File: src/rtl/de4_sopc_switch_poller.sv
// rtl/de4_sopc_switch_poller.sv - Avalon-MM switch poller with debounce and change reporting
// Polls a 16-bit switch register every POLL_PERIOD+2 cycles and publishes debounced changes.
module de4_sopc_switch_poller #(
  parameter int POLL_PERIOD  = 50000,
  parameter int STABLE_COUNT = 4
) (
  input  logic        clk,
  input  logic        reset_n,
  input  logic        enable,
  output logic [1:0]  avm_address,
  output logic        avm_read,
  input  logic        avm_waitrequest,
  input  logic [31:0] avm_readdata,
  output logic [15:0] switches_out,
  output logic        change_valid,
  output logic [15:0] change_mask
);

  typedef enum logic [1:0] {IDLE, READ, WAIT} state_t;

  localparam logic [20:0] TIMER_LAST = 21'(POLL_PERIOD - 1);
  localparam logic [3:0]  STABLE_MAX = 4'(STABLE_COUNT);

  state_t      state, state_nx;
  logic [20:0] timer, timer_nx;
  logic [15:0] sample;
  logic [15:0] candidate, candidate_nx;
  logic [3:0]  stable_cnt, stable_cnt_nx;
  logic        accept;
  logic        unused_readdata;

  assign sample          = avm_readdata[15:0];
  assign unused_readdata = ^avm_readdata[31:16];
  assign avm_address     = 2'b00;

  always_comb begin
    state_nx = state;
    timer_nx = timer;
    avm_read = 1'b0;
    case (state)
      IDLE: begin
        if (!enable) begin
          timer_nx = '0;
        end else if (timer == TIMER_LAST) begin
          timer_nx = '0;
          state_nx = READ;
        end else begin
          timer_nx = timer + 21'd1;
        end
      end
      READ: begin
        avm_read = 1'b1;
        if (!avm_waitrequest) state_nx = WAIT;
      end
      WAIT:    state_nx = IDLE;
      default: state_nx = IDLE;
    endcase
  end

  // Readdata has a fixed latency of one, so the sample is valid during WAIT.
  always_comb begin
    candidate_nx  = candidate;
    stable_cnt_nx = stable_cnt;
    accept        = 1'b0;
    if (state == WAIT) begin
      if (sample != candidate) begin
        candidate_nx  = sample;
        stable_cnt_nx = 4'd1;
      end else if (stable_cnt < STABLE_MAX) begin
        stable_cnt_nx = stable_cnt + 4'd1;
      end
      accept = (stable_cnt_nx == STABLE_MAX) && (candidate_nx != switches_out);
    end
  end

  always_ff @(posedge clk or negedge reset_n) begin
    if (!reset_n) begin
      state        <= IDLE;
      timer        <= '0;
      candidate    <= '0;
      stable_cnt   <= '0;
      switches_out <= '0;
      change_valid <= 1'b0;
      change_mask  <= '0;
    end else begin
      state        <= state_nx;
      timer        <= timer_nx;
      candidate    <= candidate_nx;
      stable_cnt   <= stable_cnt_nx;
      change_valid <= accept;
      if (accept) begin
        switches_out <= candidate_nx;
        change_mask  <= switches_out ^ candidate_nx;
      end
    end
  end

endmodule

File: config.mk
export PLATFORM = sky130hd
export DESIGN_NAME = de4_sopc_switch_poller
export DESIGN_NICKNAME = d
export VERILOG_FILES = /design/src/rtl/de4_sopc_switch_poller.sv
export SDC_FILE = /design/constraint.sdc
export NUM_CORES = 1
export LEC_CHECK = 0
export ABC_CLOCK_PERIOD_IN_PS = 3500
export BUFFER_PORTS_ARGS = -buffer_cell sky130_fd_sc_hd__clkbuf_2
export CAP_MARGIN = 20
export CORE_ASPECT_RATIO = 2
export CORE_MARGIN = 5
export CORE_UTILIZATION = 56
export DETAILED_ROUTE_END_ITERATION = 7
export GPL_TIMING_DRIVEN = 0
export PLACE_DENSITY = 0.79
export SYNTH_ARGS = -nofsm -noshare
export SYNTH_HDL_FRONTEND = slang
export SYNTH_SLANG_ARGS = --single-unit
File: constraint.sdc
create_clock -name clk -period 3.5 [get_ports clk]
set_clock_uncertainty 0.2 [all_clocks]
set_input_delay 0.35 -clock clk [delete_from_list [all_inputs] [get_ports clk]]
set_output_delay 0.35 -clock clk [all_outputs]
set_load 0.01 [all_outputs]
==> flow_metrics.tcl <==
set metrics [dict create \
    routabilityCongestion 0.982 \
    fill_cells 529 \
    rows 43 \
    drv_cap 0 \
    path_clk_slew_ns 0.06 \
    grt_pass1_vias 3613 \
    netlist_area_um2 3990 \
    drc_errors 0 \
    synth_edf_count 0 \
    antenna_found_initial 0 \
    worst-path-buf-inv 2 \
    p_per_area_nw_per_um2 404 \
    fin_cells 569 \
    ys_warn_count 0 \
    holdBufCountCts 2 \
    timing.rr.end "timer[14]" \
    status "finished, final reports clean" \
    hold_end "switches_out[12]" \
    syn2layout_area_growth_pct 18.2 \
    irDropWorstVdd_mv 0.482 \
    synth.top_cell.area_share_pct 47.7 \
    drt.antenna.violating_nets 0 \
    dieArea_um2 9020 \
    whs_ns 0.145 \
    cts_sinks 76 \
    rsz0062_at_grt "no" \
    synth_xor_area_share_pct 7.46 \
    wl_per_cell_um 19.1 \
    clkLatencyLatePin_ns 0.34 \
    grt_busiest_layer "met2" \
    mostFrequentLayoutCell "dfrtp_1" \
    synth_area_per_cell_um2 9.83 \
    cts_root_buffer "clkbuf_16" \
    clockBufferDepth 2 \
    min_period_over_period_pct 81.9 \
    grt_use_met2_pct 46.3 \
    finalInstanceArea_um2 4720 \
    leakage_nw 2.26 \
    vias 3556 \
    tightest_slew_ns 0.694 \
    postLayoutCoreUtil_pct 67.9 \
    grtUsageMet3_pct 6.60 \
    yosys_most_used_dff "dfrtp_1" \
    min_path_cells 3 \
    postCtsSetupBuffers 0 \
    cts_buffers 9 \
    die_h_um 129 \
    port_buffers 53 \
    chipWidth_um 69.7 \
    dp_hpwl_mm 7.93 \
    layout_common_cells "dfrtp_1, clkbuf_2, nor2_1" \
    relSlewSlack_pct 53.6 \
    worstPathArrival_ns 2.86 \
    synth_compound_area_share_pct 16.2 \
    grt_pass1_wl_mm 17.7 \
    cpPeakStageDelay_ns 0.64 \
    ios 72 \
    post_dp_cell_area_um2 4400 \
    reg2reg_setup_slack_ns 0.63 \
    synthCells 406 \
    worst_r2r_path_depth 8 \
    finalMaxSlewViolations 0 \
    end_kind "flop" \
    critical_path_class "reg2reg" \
    drive_above_1_share_pct 18.8 \
    ys_seq_area_share_pct 47.7 \
    finalSetupViolations 0 \
    max_freq_mhz 349 \
    drt_iter0_drc 281 \
    tns_ns 0 \
    track_usage_pct 25.4 \
    grt-ovfl-total 0 \
    path_depth 8 \
    synth-simple-area-share_pct 23.7 \
    via_per_inst 6.25 \
    cp-start-kind "flop" \
    critical_path.max_fanout 10 \
    cts_tree "built" \
    worst_path_max_delay_cell "o311ai_2" \
    ys_types 41 \
    cp_cell_sequence "clkbuf_1 -> nor4b_1 -> nand4_1 -> o311ai_2 -> clkbuf_1 -> o21ai_0 -> nand2_1 -> o21ai_0" \
    start_util_pct 57.5 \
    synthArstFlopShare_pct 100 \
    htreeDepth 3 \
    yosysTopAreaCell "dfrtp_1" \
    r2r-start "timer[6]" \
    period_needed_ns 2.87 \
    nets 512 \
    ys_top_cells_by_area "dfrtp_1, o21ai_0, and4_1" \
    hp-class "in2reg" \
    cp_top_family "compound AO/OA/AOI/OAI gates" \
    grt_use_met1_pct 25.6 \
    worstHoldStart "avm_readdata[12]" \
    dp_cells 551 \
    antenna_cells 0 \
    synth_top_family_by_area "simple AND/OR/NAND/NOR gates" \
    synthAdderAreaFrac_pct 0.627 \
    core_region_area_um2 6940 \
    grt_start_max_net_pins 47 \
    drtPass1Iterations 5 \
    finalWirelength_mm 10.8 \
    cts.repair.resized 0 \
    synthMuxAreaShare_pct 0 \
    ys_seq_elements 76 \
    required_ns 3.50 \
    hold_viol 0 \
]
==> cells in the mapped netlist (all sizes together) (2+ instances only) <==
library cell and number:
clkbuf 12, a21oi 5, o21ai 42, nand4 8, or3 4, and3 4
a31oi 19, nor4 8, inv 3, nand2 36, nand3 28, a221o 16
and4 19, or2 2, nor2b 6, xor2 17, ha 2, o31ai 9
o41ai 2, nand2b 5, dfrtp 76, xnor2 17, nor2 41, buf 12
nor3 2
==> sequential cells by signal (all words and copies together) (netlist names) <==
| register | cells |
|---|---|
| timer | 21 |
| candidate | 16 |
| change_mask | 16 |
| switches_out | 16 |
| stable_cnt | 4 |
| state | 2 |
| change_valid | 1 |
==> stage by stage <==
stage	setup slack, ns	power (W)
after floorplan	1.09	0.000940
after global placement	0.686	0.000987
after detailed placement	0.672	0.000992
after CTS	0.646	0.00191
after global routing	0.372	0.00196
final	0.634	0.00191
==> how the worst max path moves through the flow <==
| stage | from | to | slack (ns) |
|---|---|---|---|
| final | timer[6] | timer[14] | 0.63 |
| after global routing | timer[6] | timer[8] | 0.37 |
| after CTS | timer[6] | timer[7] | 0.65 |
| after detailed placement | avm_readdata[5] | change_mask[11] | 0.67 |
| after global placement | timer[6] | timer[14] | 0.69 |
| after floorplan | stable_cnt[0] | change_mask[10] | 1.09 |
==> layout make-up <==
cell class / count / area, um2 / share of cell area, %
tap: 90 / 113 / 2.39
clock buffer: 10 / 229 / 4.86
buffer: 24 / 149 / 3.16
multi-input combinational: 303 / 1920 / 40.8
sequential: 76 / 1900 / 40.3
clock inverter: 6 / 65.1 / 1.38
timing repair buffer: 56 / 315 / 6.69
inverter: 4 / 20.0 / 0.425
==> tightest hold or removal path, cell delays in order <==
cell,delay [ns]
clkbuf_2,0.11
nand3_1,0.10
a31oi_1,0.08
==> power by group <==
part	internal (W)	leakage, nW	switching [W]
clock	0.000551	0.131	0.000379
sequential	0.000881	1.05	0.00000295
combinational	0.0000336	1.08	0.0000597
total	0.00147	2.26	0.000441
==> layer usage <==
layer	wire length, um	up-vias
li1	-	1648
met1	3820	1720
met2	5800	138
met3	649	50
met4	575	0
met5	0	-
==> cells by family after synthesis <==
| family | after synthesis |
|---|---|
| buffers and inverters | 28 |
| AO/OA/AOI/OAI | 98 |
| other | 1 |
| adder cells (fa/ha/maj) | 2 |
| XOR/XNOR | 34 |
| AND/OR/NAND/NOR | 167 |
| flip-flops | 76 |
(Power assumes the default switching activity.)
